File: src/rtl/decode.sv
// decode: second pipeline stage -- decodes fetch words, reads the register file, resolves JMP/BEZ/BNZ/HALT.
// Rev 1.0. Optional DECODE_WB_BYPASS_EN forwards same-cycle writeback data to operand/condition reads.
`default_nettype none

module decode #(
  parameter int DATA_W = 16,
  parameter int ADDR_W = 8,
  parameter int RF_AW  = 3
) (
  input  logic              clk,
  input  logic              rst,
  input  logic [15:0]       bjinst,
  input  logic [ADDR_W-1:0] nxtadrsr,
  input  logic              wb_we,
  input  logic [RF_AW-1:0]  wb_addr,
  input  logic [DATA_W-1:0] wb_data,
  output logic [ADDR_W-1:0] PCd,
  output logic              bj,
  output logic              ex_valid,
  output logic [3:0]        ex_op,
  output logic [RF_AW-1:0]  ex_rd,
  output logic [DATA_W-1:0] ex_a,
  output logic [DATA_W-1:0] ex_b,
  output logic [7:0]        ex_imm,
  output logic [ADDR_W-1:0] ex_pc,
  output logic              halted
);

  localparam logic [3:0] OP_ADD  = 4'h1;
  localparam logic [3:0] OP_LI   = 4'h5;
  localparam logic [3:0] OP_ST   = 4'h7;
  localparam logic [3:0] OP_JMP  = 4'h8;
  localparam logic [3:0] OP_BEZ  = 4'h9;
  localparam logic [3:0] OP_BNZ  = 4'hA;
  localparam logic [3:0] OP_HALT = 4'hF;

`ifdef DECODE_WB_BYPASS_EN
  localparam bit BYPASS = 1'b1;
`else
  localparam bit BYPASS = 1'b0;
`endif

  typedef enum logic [0:0] {S_RUN = 1'b0, S_HALT = 1'b1} state_t;

  state_t              state_q;
  logic                halted_q;
  logic [ADDR_W-1:0]   halt_pc_q;
  logic [15:0]         id_inst_q;
  logic [ADDR_W-1:0]   id_pc_q;
  logic [DATA_W-1:0]   rf_q [2**RF_AW];

  logic                ex_valid_q, ex_valid_d;
  logic [3:0]          ex_op_q, ex_op_d;
  logic [RF_AW-1:0]    ex_rd_q, ex_rd_d;
  logic [DATA_W-1:0]   ex_a_q, ex_a_d;
  logic [DATA_W-1:0]   ex_b_q, ex_b_d;
  logic [7:0]          ex_imm_q, ex_imm_d;
  logic [ADDR_W-1:0]   ex_pc_q, ex_pc_d;

  logic [3:0]          op;
  logic [RF_AW-1:0]    rd, rs, rt;
  logic [7:0]          imm;
  logic [DATA_W-1:0]   rs_val, rt_val, cond_val;

  assign op  = id_inst_q[15:12];
  assign rd  = id_inst_q[11:9];
  assign rs  = id_inst_q[8:6];
  assign rt  = id_inst_q[5:3];
  assign imm = id_inst_q[7:0];

  // Branch condition register shares the rd field.
  assign rs_val   = (BYPASS && wb_we && wb_addr == rs) ? wb_data : rf_q[rs];
  assign rt_val   = (BYPASS && wb_we && wb_addr == rt) ? wb_data : rf_q[rt];
  assign cond_val = (BYPASS && wb_we && wb_addr == rd) ? wb_data : rf_q[rd];

  always_ff @(posedge clk or posedge rst) begin
    if (rst) begin
      for (int i = 0; i < 2**RF_AW; i++) rf_q[i] <= '0;
    end else if (wb_we) begin
      rf_q[wb_addr] <= wb_data;
    end
  end

  always_ff @(posedge clk or posedge rst) begin
    if (rst) begin
      state_q   <= S_RUN;
      halted_q  <= 1'b0;
      halt_pc_q <= '0;
    end else if (state_q == S_RUN && op == OP_HALT) begin
      state_q   <= S_HALT;
      halted_q  <= 1'b1;
      halt_pc_q <= id_pc_q;
    end
  end

  always_comb begin
    bj  = 1'b0;
    PCd = id_pc_q + ADDR_W'(1);
    if (state_q == S_HALT) begin
      bj  = 1'b1;
      PCd = halt_pc_q;
    end else begin
      case (op)
        OP_JMP:  bj = 1'b1;
        OP_BEZ:  bj = (cond_val == '0);
        OP_BNZ:  bj = (cond_val != '0);
        default: bj = 1'b0;
      endcase
      if (op == OP_HALT) begin
        bj  = 1'b1;
        PCd = id_pc_q;
      end else if (bj) begin
        PCd = ADDR_W'(imm);
      end
    end
  end

  always_comb begin
    ex_valid_d = (state_q == S_RUN) && (op inside {[OP_ADD:OP_ST]});
    ex_op_d    = op;
    ex_rd_d    = rd;
    ex_a_d     = rs_val;
    ex_b_d     = (op == OP_LI) ? {{(DATA_W-8){1'b0}}, imm} : rt_val;
    ex_imm_d   = imm;
    ex_pc_d    = id_pc_q;
  end

  // D holds its word in HALT so the latched state stays coherent until reset.
  always_ff @(posedge clk or posedge rst) begin
    if (rst) begin
      id_inst_q  <= '0;
      id_pc_q    <= '0;
      ex_valid_q <= 1'b0;
      ex_op_q    <= '0;
      ex_rd_q    <= '0;
      ex_a_q     <= '0;
      ex_b_q     <= '0;
      ex_imm_q   <= '0;
      ex_pc_q    <= '0;
    end else begin
      if (state_q == S_RUN) begin
        id_inst_q <= bjinst;
        id_pc_q   <= nxtadrsr;
      end
      ex_valid_q <= ex_valid_d;
      ex_op_q    <= ex_op_d;
      ex_rd_q    <= ex_rd_d;
      ex_a_q     <= ex_a_d;
      ex_b_q     <= ex_b_d;
      ex_imm_q   <= ex_imm_d;
      ex_pc_q    <= ex_pc_d;
    end
  end

  assign ex_valid = ex_valid_q;
  assign ex_op    = ex_op_q;
  assign ex_rd    = ex_rd_q;
  assign ex_a     = ex_a_q;
  assign ex_b     = ex_b_q;
  assign ex_imm   = ex_imm_q;
  assign ex_pc    = ex_pc_q;
  assign halted   = halted_q;

endmodule

`default_nettype wire

File: config.mk
export PLATFORM = sky130hd
export DESIGN_NAME = decode
export DESIGN_NICKNAME = d
export VERILOG_FILES = /design/src/rtl/decode.sv
export SDC_FILE = /design/constraint.sdc
export NUM_CORES = 1
export LEC_CHECK = 0
export BUFFER_PORTS_ARGS = -buffer_cell sky130_fd_sc_hd__buf_4
export CORE_UTILIZATION = 30
export CTS_BUF_LIST = sky130_fd_sc_hd__clkbuf_4 sky130_fd_sc_hd__clkbuf_8
export CTS_CLUSTER_SIZE = 16
export DETAILED_ROUTE_END_ITERATION = 8
export PLACE_DENSITY = 0.49
export SLEW_MARGIN = 0
export SYNTH_ARGS = -nofsm -noshare
export SYNTH_HDL_FRONTEND = slang
export SYNTH_SLANG_ARGS = --single-unit
File: constraint.sdc
create_clock -name clk -period 12.7 [get_ports clk]
set_input_delay 1.27 -clock clk [delete_from_list [all_inputs] [get_ports clk]]
set_output_delay 1.27 -clock clk [all_outputs]
set_load 0.02 [all_outputs]
==> results of run 1 <==
[metal layers]
layer | wire length (um) | up-vias
met4 | 607 | 0
met2 | 13800 | 198
met3 | 1430 | 44
li1 | - | 2865
met5 | 0 | -
met1 | 13500 | 3515
[cell families after synthesis]
kind of cell               synth area share
AOI/OAI and AO/OA                    0.0258
xor gates and xnor gates            0.00516
adders and majority gates           0.00123
buffers and inverters                0.0183
DFF                                   0.533
muxes                                 0.349
and+or+nand+nor                      0.0679
[synth_stat cells]
library cell,instances
a2111oi_4,1
a211oi_4,1
a22oi_1,8
a41oi_2,1
and3_1,3
and4_1,1
buf_1,9
buf_2,2
buf_6,2
clkbuf_1,30
clkinv_1,1
dfrtp_1,217
ha_1,1
inv_1,1
mux2_2,176
mux2i_1,13
mux4_2,64
nand2_1,17
nand2b_1,2
nand3_1,8
nand3b_1,8
nand4_1,6
nand4b_1,3
nor2_1,20
nor2_2,1
nor3_1,12
nor3b_1,4
nor4_1,26
nor4b_1,6
o211ai_1,6
o211ai_2,2
o21ai_0,12
o22a_1,1
or3_1,2
or4_1,2
or4b_1,1
xnor2_1,3
xor2_1,3
[how the worst max path moves through the flow]
stage                          to  slack (ps)
final                      PCd[0]        7950
after global placement     PCd[2]        8550
after floorplan           ex_a[0]        5490
after detailed placement   PCd[0]        8480
after CTS                  PCd[0]        7910
after global routing       PCd[0]        7730
[layout make-up]
type                       instances  area share
timing repair buffer             130      0.0788
sequential                       217       0.439
clock buffer                      58      0.0604
multi-input combinational        414       0.371
tap                              448      0.0453
inverter                           2     0.00121
clock inverter                     7     0.00485
[through the flow]
step	cells	power [W]	hold WS (ps)	setup WS [ps]
after floorplan	676	0.00196	352	5490
after global placement	1211	0.00244	445	8550
after global routing	1276	0.00327	471	7730
after detailed placement	1211	0.00245	443	8480
after CTS	1276	0.00314	456	7910
final	1276	0.00309	456	7950
[state kept, by name, summed over array words and instances (netlist names), 3 cells and up]
register and flops:
ex_pc 8, ex_pc_d 8, halt_pc_q 8, ex_a 16, ex_imm 8, id_inst_q 16, ex_b 16, rf_q 128
ex_rd 3, ex_op 4
[worst max-delay path: stages (launching register included)]
cell	delay [ps]
dfrtp_1	520
or4_1	570
o22a_1	240
a2111oi_4	340
a41oi_2	120
a211oi_4	670
nor3_1	130
nand3b_1	190
buf_4	170
[power by group through the flow]
stage | registers, W | logic, W | clock network, W
after floorplan | 0.00119 | 0.000777 | 0
after global placement | 0.00114 | 0.00130 | 0
after detailed placement | 0.00115 | 0.00130 | 0
after CTS | 0.00114 | 0.00130 | 0.000701
after global routing | 0.00117 | 0.00137 | 0.000728
final | 0.00114 | 0.00127 | 0.000678
[cell usage in the layout, fill, tap and decap left out, types with 8 or more instances in the layout]
cell type    n
a22oi_1      8
buf_4      130
clkbuf_4     8
clkbuf_8    50
dfrtp_1    215
mux2_2     176
mux2i_1     13
mux4_2      64
nand2_1     17
nand3_1      8
nand3b_1     8
nor2_1      20
nor3_1      10
nor4_1      26
o21ai_0     12
==> impl_summary.txt, run 1 <==
----------------------------------------------------
[STA]
  Setup violations, final ... 0
  Post-layout minimum cycle time ... 4750 ps
  Hold Fails Final Rpt ... 0
  Final period util ... 0.374
  Number of pins exceeding their max-slew limit in the final report ... 0
  Total negative slack for setup checks ... 0 ps
  RSZ-0062 raised after global routing ... no
  Maximum clock rate ... 211 MHz
  Relative slew margins ... 0.380
  Tightest Pin Transition ... 921 ps
  Largest clock skew in the final design ... 32.8 ps

[Placement]
  Placed instance area ... 11600 um^2
  Placed wire-length estimate ... 18900 um
  Last weighted congestion value of the routability-driven placer ... 0.780
  I/O Buffers ... 111

[Worst setup path]
  Maximum net fanout on the critical path ... 17
  Worst setup path startpoint ... id_inst_q[9]
  Required time of the critical path ... 11430 ps
  Crit Path Category ... reg -> out
  Sort of element at the end of the critical path ... primary output
  Worst setup SP type ... flip-flop
  Data arrival time of the critical path ... 3480 ps
  FF-to-FF setup slack ... 10710 ps
  Number of cells on the worst reg-to-reg path ... 3
  Reg-to-reg critical path startpoint ... id_inst_q[6]
  Capture point of the worst reg-to-reg path ... ex_a[7]

[GRT]
  Largest net degree at the start of global routing ... 94
  Met3 global-route usage ... 0.0288
  Global-route congestion overflow total ... 0
  GRT met2 Usage ... 0.271
  Most used routing layer ... met2
  Total routing usage reported by global routing ... 0.172
  Grt met1 use ... 0.239
  Wire length of the first global-routing pass ... 45200 um
  Vias in the first global route ... 7120
  Antenna violations before repair ... 0

[Layout]
  Share of the core filled with cells in the final layout ... 0.370
  Layout overhead on the synthesized area ... 21.5%
  Net count, final ... 850
  Flip-flop and latch area ... 5430 um^2
  Multi-input gate area ... 4590 um^2
  Count of inserted antenna diode cells ... 0
  Number of fill cells in the layout ... 3236
  Final non-filler cell area ... 12400 um^2
  Fraction of layout instances using a drive strength above 1 ... 0.541

[Synth]
  Yosys warnings ... 0
  Count of different cell masters after synthesis ... 38
  Number of register bits inferred by synthesis ... 217
  Leading cell types by total area after synthesis ... dfrtp_1 (53%), mux2_2 (19%), mux4_2 (14%)
  Post-synth net total ... 723
  Mean instance size in the synthesized netlist ... 15.1 um^2
  Synth top area share ... 0.533
  Post-synthesis cell area ... 10200 um^2
  Synthesized netlist cell count ... 676
  Sequential-to-total area share from yosys stat ... 0.533
  Biggest area consumer among synthesized cells ... dfrtp_1

[Routing]
  Number of DRC violations after detailed routing ... 0
  Total number of vias ... 6622
  Post-route antenna net violation count ... 0
  Via density ... 5.19
  Total wire length ... 29300 um
  Total iterations of the first detailed-routing run ... 4
  DRC violation total after the first TritonRoute iteration ... 391
  Routed length per instance ... 23.0 um

[Power and ir drop]
  Net Sw Frac ... 0.360
  Maximum vdd ir drop ... 162 uV
  Register share of total power ... 0.369
  Fraction of power consumed by combinational cells ... 0.412
  Switching power ... 0.00111 W
  Pwr Density ... 250 nW/um^2
  Clock Power Share ... 0.219
  LEAKAGE ... 5.14 nW
  Cell internal pwr ... 0.00198 W

[CTS]
  Cell at the root of the clock tree ... clkbuf_8
  Post-cts resize count ... 0
  Insertion delay of the later-clocked pin in the worst-skew pair ... 540 ps
  Buffers from clock root to sink, at most ... 3
  CTS buffer count ... 38
  CTS tree ... built
  H-tree lvl count ... 2
  Clk sink count ... 217
  Post-CTS clock slew at the launch and capture registers of the worst setup and hold paths ... 50 ps
  Number of buffers inserted by post-CTS setup repair ... 0
  Post-CTS Hold Buffers ... 0

[Flow run]
  Number of max-cap violations ... 0

[Min path]
  End of the worst hold path ... ex_pc[7]
  Class of the tightest hold or removal check ... reg -> reg
  Start point of the worst hold path ... ex_pc_d[7]
  Number of instances on the worst hold path ... 0

[Die]
  Top-level I/O count ... 112
  Initial standard-cell utilization of the core ... 0.305
  Row Count ... 67
  X dimension of the die ... 186 um
  Floorplan die height ... 186 um
  Placeable core area ... 33400 um^2
  Die ar. ... 34700 um^2

[Outcome]
  Outcome ... complete, no violations

----------------------------------------------------
Power figures use the tool's default switching activity.
==> run 2: changes to the inputs <==
--- a/config.mk
+++ b/config.mk
@@ -5,6 +5,7 @@
 export SDC_FILE = /design/constraint.sdc
 export NUM_CORES = 1
 export LEC_CHECK = 0
+export ABC_AREA = 1
 export BUFFER_PORTS_ARGS = -buffer_cell sky130_fd_sc_hd__buf_4
 export CORE_UTILIZATION = 30
 export CTS_BUF_LIST = sky130_fd_sc_hd__clkbuf_4 sky130_fd_sc_hd__clkbuf_8
==> constraint.sdc (replaced) <==
create_clock -name clk -period 4.4 [get_ports clk]
set_input_delay 0.44 -clock clk [delete_from_list [all_inputs] [get_ports clk]]
set_output_delay 0.44 -clock clk [all_outputs]
set_load 0.02 [all_outputs]
==> impl_summary.txt, run 2 <==
----------------------------------------------------
[Outcome]
  Outcome ... complete, no violations

[Layout]
  Fraction of layout instances using a drive strength above 1 ... 0.155 (-0.386)
  Final non-filler cell area ... 12600 um^2 (+1.5%)
  Net count, final ... 1436 (+69%)
  Layout overhead on the synthesized area ... 20.3%
  Most common cell after layout, fill and taps aside ... o21ai_0
  Flip-flop count of the largest register, all copies and words added ... 128 (unchanged)
  Number of fill cells in the layout ... 3573 (+10%)
  Count of inserted antenna diode cells ... 0 (unchanged)
  Share of the core filled with cells in the final layout ... 0.365 (-0.00529)
  Register bank with the most flops ... rf_q
  Commonest cells after routing, fill and taps aside ... o21ai_0 (311), nand2_1 (259), dfrtp_1 (214)

[STA]
  Tightest Pin Transition ... 1200 ps (+277 ps)
  Setup violations, final ... 0 (unchanged)
  Number of pins exceeding their max-slew limit in the final report ... 0 (unchanged)
  Largest clock skew in the final design ... 18.4 ps (-14.4 ps)
  Relative slew margins ... 0.199 (-0.181)
  Setup ws final ... 1250 ps (-6700 ps)
  RSZ-0062 raised after global routing ... no
  Total negative slack for setup checks ... 0 ps (unchanged)
  Hold Fails Final Rpt ... 0 (unchanged)
  Maximum clock rate ... 317 MHz
  Post-layout minimum cycle time ... 3150 ps
  Final period util ... 0.717
  Hold Slack ... 80.9 ps (-375 ps)

[Die]
  Die ar. ... 35600 um^2 (+2.6%)
  X dimension of the die ... 189 um (+1.3%)
  Initial standard-cell utilization of the core ... 0.303 (-0.00116)
  Floorplan die height ... 189 um (+1.3%)
  Row Count ... 68 (+1.5%)
  Placeable core area ... 34500 um^2 (+3.0%)
  Top-level I/O count ... 112 (unchanged)

[Synth]
  Synth top area share ... 0.519 (-0.0136)
  Synthesized netlist cell count ... 1295 (+92%)
  Count of different cell masters after synthesis ... 37 (-2.6%)
  Primary FF master, synth ... dfrtp_1
  Mean instance size in the synthesized netlist ... 8.08 um^2 (-46%)
  Most numerous cell in the Yosys netlist ... o21ai_0
  Sequential-to-total area share from yosys stat ... 0.519 (-0.0136)
  Post-synth net total ... 1342 (+86%)
  Post-synthesis cell area ... 10500 um^2 (+2.6%)
  Yosys warnings ... 0 (unchanged)
  Most common library cells after synthesis ... o21ai_0 (311), nand2_1 (259), dfrtp_1 (217)
  Async set or reset register ratio after synthesis ... 1.00 (unchanged)
  Leading cell types by total area after synthesis ... dfrtp_1 (52%), o21ai_0 (15%), nand2_1 (9.3%)
  Biggest area consumer among synthesized cells ... dfrtp_1
  Number of register bits inferred by synthesis ... 217 (unchanged)
  Number of enable flip-flop cells after synthesis ... 0 (unchanged)

[Power and ir drop]
  Clock Power Share ... 0.374 (+0.155)
  Net Sw Frac ... 0.309 (-0.0509)
  Switching power ... 0.00176 W (+58%)
  LEAKAGE ... 5.81 nW (+13%)
  Cell internal pwr ... 0.00393 W (+99%)
  Pwr Density ... 453 nW/um^2 (+81%)
  Maximum vdd ir drop ... 224 uV (+38%)
  Fraction of power consumed by combinational cells ... 0.178 (-0.234)
  Register share of total power ... 0.448 (+0.079)

[Placement]
  Placed wire-length estimate ... 23900 um (+26%)
  I/O Buffers ... 111 (unchanged)
  Last weighted congestion value of the routability-driven placer ... 0.876 (+12%)
  Placed instance area ... 11700 um^2 (+1.2%)
  Worst slack at placement ... 1890 ps (-6590 ps)

[GRT]
  Vias in the first global route ... 9091 (+28%)
  Wire length of the first global-routing pass ... 55100 um (+22%)
  Total routing usage reported by global routing ... 0.203 (+0.0312)
  Largest net degree at the start of global routing ... 90 (-4.3%)
  Global-route congestion overflow total ... 0 (unchanged)
  Antenna violations before repair ... 0 (unchanged)

[CTS]
  Insertion delay of the later-clocked pin in the worst-skew pair ... 540 ps (about the same)
  Post-cts resize count ... 0 (unchanged)
  Clk sink count ... 217 (unchanged)
  Buffers from clock root to sink, at most ... 3 (unchanged)
  CTS tree ... built
  Cell at the root of the clock tree ... clkbuf_8
  Post-CTS clock slew at the launch and capture registers of the worst setup and hold paths ... 60 ps (about the same)
  CTS buffer count ... 38 (unchanged)
  Post-CTS Hold Buffers ... 0 (unchanged)
  H-tree lvl count ... 2 (unchanged)
  Number of buffers inserted by post-CTS setup repair ... 0 (unchanged)

[Min path]
  Class of the tightest hold or removal check ... in -> async

[Worst setup path]
  Crit Path Category ... reg -> out
  Worst setup SP type ... flip-flop
  Maximum net fanout on the critical path ... 11 (-6)
  Data arrival time of the critical path ... 2710 ps (-770 ps)
  Sort of element at the end of the critical path ... primary output
  Required time of the critical path ... 3960 ps (-7470 ps)

[Flow run]
  Number of max-cap violations ... 0 (unchanged)

[Routing]
  Total wire length ... 35800 um (+22%)
  DRC violation total after the first TritonRoute iteration ... 864 (+120%)
  Total number of vias ... 9347 (+41%)
  Number of DRC violations after detailed routing ... 0 (unchanged)
  Via density ... 5.01 (-3.5%)
  Total iterations of the first detailed-routing run ... 7 (+3)
  Post-route antenna net violation count ... 0 (unchanged)
  Routed length per instance ... 19.2 um (-17%)

----------------------------------------------------
[run 2: metal layers]
layer	vias to the layer above	global-route usage	wire length [um]
met5	-	0	0
met4	0	0.0673	947
met3	64	0.0343	2160
met2	338	0.324	16600
met1	4434	0.278	16200
li1	4511	-	-
[run 2: critical path, cell delays in order (launching register included)]
cell and delay [ps]:
dfrtp_1 720, inv_2 160, nor3_1 250, nand3_1 110
nand2_1 100, nand2_1 90, nand3_4 110, nand2_4 80
nand2_4 110, nand4_1 90, nand3_1 130, nand2_1 60
buf_4 150
[run 2: per-stage QoR]
| stage | total power, W | instances |
|---|---|---|
| final | 0.00569 | 1867 |
| after global placement | 0.00359 | 1804 |
| after global routing | 0.00600 | 1867 |
| after CTS | 0.00574 | 1867 |
| after detailed placement | 0.00360 | 1804 |
| after floorplan | 0.00315 | 1295 |
[run 2: final timing paths]
check                                  start          to  slack, ps  cells past startpoint
min in group clk                 nxtadrsr[0]  ex_pc_d[0]        100                      3
worst max register to register  id_inst_q[6]     ex_a[0]       2230                      5
worst min-delay path                     rst   ex_imm[3]         80                      2
worst max-delay path            id_inst_q[9]      PCd[7]       1250                     12
max in group asynchronous                rst   rf_q[114]       3340                      3
worst min register to register    ex_pc_d[4]    ex_pc[4]        470                      0
[run 2: cells by family after synthesis]
logic type	count (synthesis)	share of synthesized area
compound gates	438	0.221
xor+xnor	6	0.00503
fa+ha+maj	1	0.00120
buf+inv	192	0.0735
flops	217	0.519
simple gates	441	0.180
[run 2: power groups by stage]
stage          registers [W]  clock network (W)  logic [W]
2_1_floorplan        0.00256                  0   0.000592
6_report             0.00255            0.00213    0.00101
5_1_grt              0.00259            0.00227    0.00115
3_5_place_dp         0.00258                  0    0.00102
4_1_cts              0.00255            0.00218    0.00102
3_3_place_gp         0.00258                  0    0.00101
[run 2: area by class of cell]
| class | count | area (um^2) | share of cell area |
|---|---|---|---|
| Clock buffer | 53 | 711 | 0.0565 |
| Clock inverter | 10 | 150 | 0.0119 |
| Inverter | 115 | 435 | 0.0346 |
| Multi-Input combinational cell | 886 | 4270 | 0.339 |
| Sequential cell | 217 | 5430 | 0.432 |
| Tap cell | 455 | 569 | 0.0453 |
| Timing Repair Buffer | 131 | 1010 | 0.0802 |
==> run 3: changes to the inputs <==
==> constraint.sdc (replaced) <==
create_clock -name clk -period 3.15 [get_ports clk]
set_input_delay 0.315 -clock clk [delete_from_list [all_inputs] [get_ports clk]]
set_output_delay 0.315 -clock clk [all_outputs]
set_load 0.02 [all_outputs]
==> impl_summary.txt, run 3 (synthesis results as in run 2) <==
----------------------------------------------------
[Die]
  Die ar. ... 35600 um^2 (unchanged)
  Floorplan die height ... 189 um (unchanged)
  Top-level I/O count ... 112 (unchanged)
  X dimension of the die ... 189 um (unchanged)
  Placeable core area ... 34500 um^2 (unchanged)
  Initial standard-cell utilization of the core ... 0.303 (unchanged)
  Row Count ... 68 (unchanged)

[Placement]
  Placed cell count ... 1807 (+0.17%)
  I/O Buffers ... 111 (unchanged)
  Placed wire-length estimate ... 23900 um (about the same)
  Last weighted congestion value of the routability-driven placer ... 0.824 (-5.9%)
  Placed instance area ... 11700 um^2 (+0.26%)

[Worst setup path]
  Sort of element at the end of the critical path ... primary output
  Crit Path Category ... reg -> out
  Maximum net fanout on the critical path ... 8 (-3)
  Required time of the critical path ... 2830 ps (-1130 ps)
  Highest-delay cell along the critical path ... dfrtp_1
  Library cell appearing most often on the critical path ... nand2_1
  Reg-to-reg critical path startpoint ... id_inst_q[4]
  Max stage delay on crit path ... 420 ps (-300 ps)
  Data arrival time of the critical path ... 2610 ps (-100 ps)
  Number of cells on the worst reg-to-reg path ... 4 (-1)
  Cell Chain, Critical Path ... nor2_1, nand2_1, nor2_1, nand3_1, nand2_1, nand2_1, nand3_4, nand2_4, nand2_4, nand4_1, nand3_1, nand2_1, buf_4
  Worst setup SP type ... flip-flop
  FF-to-FF setup slack ... 1100 ps (-1130 ps)
  Capture point of the worst reg-to-reg path ... ex_b[6]

[CTS]
  CTS buffer count ... 39 (+2.6%)
  H-tree lvl count ... 2 (unchanged)
  Clk sink count ... 217 (unchanged)
  Post-CTS clock slew at the launch and capture registers of the worst setup and hold paths ... 60 ps (about the same)
  Number of buffers inserted by post-CTS setup repair ... 0 (unchanged)
  Insertion delay of the later-clocked pin in the worst-skew pair ... 530 ps (about the same)
  Cell at the root of the clock tree ... clkbuf_8
  Buffers from clock root to sink, at most ... 3 (unchanged)
  CTS tree ... built

[Routing]
  DRC violation total after the first TritonRoute iteration ... 853 (-1.3%)
  Total number of vias ... 9596 (+2.7%)
  Total wire length ... 36300 um (+1.2%)
  Number of DRC violations after detailed routing ... 0 (unchanged)
  Routed length per instance ... 19.0 um (-0.89%)
  Total iterations of the first detailed-routing run ... 5 (-2)
  Via density ... 5.03 (+0.56%)
  Post-route antenna net violation count ... 0 (unchanged)

[Min path]
  End of the worst hold path ... id_inst_q[10]
  Number of instances on the worst hold path ... 3
  Start point of the worst hold path ... bjinst[10]
  Class of the tightest hold or removal check ... in -> reg

[STA]
  RSZ-0062 raised after global routing ... no
  Total negative slack for setup checks ... 0 ps (unchanged)
  Number of pins exceeding their max-slew limit in the final report ... 0 (unchanged)
  Relative slew margins ... 0.240 (+0.0407)
  Post-layout minimum cycle time ... 2920 ps
  Largest clock skew in the final design ... 23.7 ps (+5.29 ps)
  Tightest Pin Transition ... 1140 ps (-61.0 ps)
  Maximum clock rate ... 342 MHz
  Final period util ... 0.927
  Hold Fails Final Rpt ... 0 (unchanged)
  Hold Slack ... 17.0 ps (-64.0 ps)
  Setup violations, final ... 0 (unchanged)

[GRT]
  Total routing usage reported by global routing ... 0.204 (+0.00130)
  Wire length of the first global-routing pass ... 55800 um (+1.3%)
  Largest net degree at the start of global routing ... 146 (+62%)
  Vias in the first global route ... 9203 (+1.2%)
  Antenna violations before repair ... 0 (unchanged)
  Global-route congestion overflow total ... 0 (unchanged)

[Layout]
  Fraction of layout instances using a drive strength above 1 ... 0.157 (+0.00203)
  Most common cell after layout, fill and taps aside ... o21ai_0
  Net count, final ... 1470 (+2.4%)
  Register bank with the most flops ... rf_q
  Count of inserted antenna diode cells ... 0 (unchanged)
  Flip-flop count of the largest register, all copies and words added ... 128 (unchanged)
  Final non-filler cell total ... 1906 (+2.1%)
  Commonest cells after routing, fill and taps aside ... o21ai_0 (311), nand2_1 (259), dfrtp_1 (213)
  Number of fill cells in the layout ... 3534 (-1.1%)
  Layout overhead on the synthesized area ... 23.6%
  Final non-filler cell area ... 12900 um^2 (+2.8%)

[Power and ir drop]
  Maximum vdd ir drop ... 245 uV (+9.4%)
  Pwr Density ... 617 nW/um^2 (+36%)
  LEAKAGE ... 5.97 nW (+2.7%)

[Flow run]
  Number of max-cap violations ... 0 (unchanged)

[Outcome]
  Outcome ... complete, no violations

----------------------------------------------------
-- run 3: cell count changes in the layout (fill, tap and decap cells not counted), sizes merged --
cell,previous run,this run
bufinv,4,2
clkbuf,53,62
clkinv,6,5
dlygate4sd3,0,30
buf,131,134
-- run 3: routing by layer --
layer	part of all wire	vias to the layer above	track usage
met2	0.45	395	0.315
met1	0.45	4550	0.289
met4	0.031	0	0.0667
met5	0	-	0
met3	0.069	72	0.0335
li1	-	4579	-
-- run 3: critical path: cells and delay by family (launching register included) --
family	cells	cell delay, ps
buffers and inverters	1	160
flip-flops	1	420
AND/OR/NAND/NOR	12	1510
-- run 3: power by group --
part	internal [W]	switching [W]
logic	0.000547	0.000910
registers	0.00320	0.000366
clock network	0.00177	0.00120
total	0.00551	0.00247
-- run 3: what timing repair did --
item,CTS,global route
hold buffers,30,0
setup endpoints to repair,0,6
hold endpoints to repair,101,0
gates resized for setup,0,1
-- run 3: worst max path at each step --
stage                             from  endpoint  slack [ps]  depth (start not counted)
final                         rf_q[36]    PCd[6]         230                         13
after global routing          rf_q[36]    PCd[3]          80                         13
after CTS                 id_inst_q[9]    PCd[6]         100                         12
after detailed placement  id_inst_q[9]    PCd[6]         690                         12
after global placement    id_inst_q[9]    PCd[3]         630                         12
after floorplan                    rst   ex_a[0]           9                          1
-- run 3: layout make-up --
class / count / area (um^2) / area share
timing repair buffer: 164 / 1340 / 0.104
clock buffer: 62 / 797 / 0.0616
multi-input combinational: 886 / 4260 / 0.330
sequential: 217 / 5440 / 0.420
clock inverter: 7 / 85.1 / 0.00658
tap: 455 / 569 / 0.0440
inverter: 115 / 435 / 0.0337
-- run 3: through the flow --
step | power, W | util | worst slack (ps)
6_report | 0.00798 | 0.375 | 228
5_1_grt | 0.00842 | 0.375 | 76.4
4_1_cts | 0.00805 | 0.375 | 100
3_3_place_gp | 0.00502 | 0.341 | 631
2_1_floorplan | 0.00441 | - | 8.88
3_5_place_dp | 0.00503 | 0.341 | 690
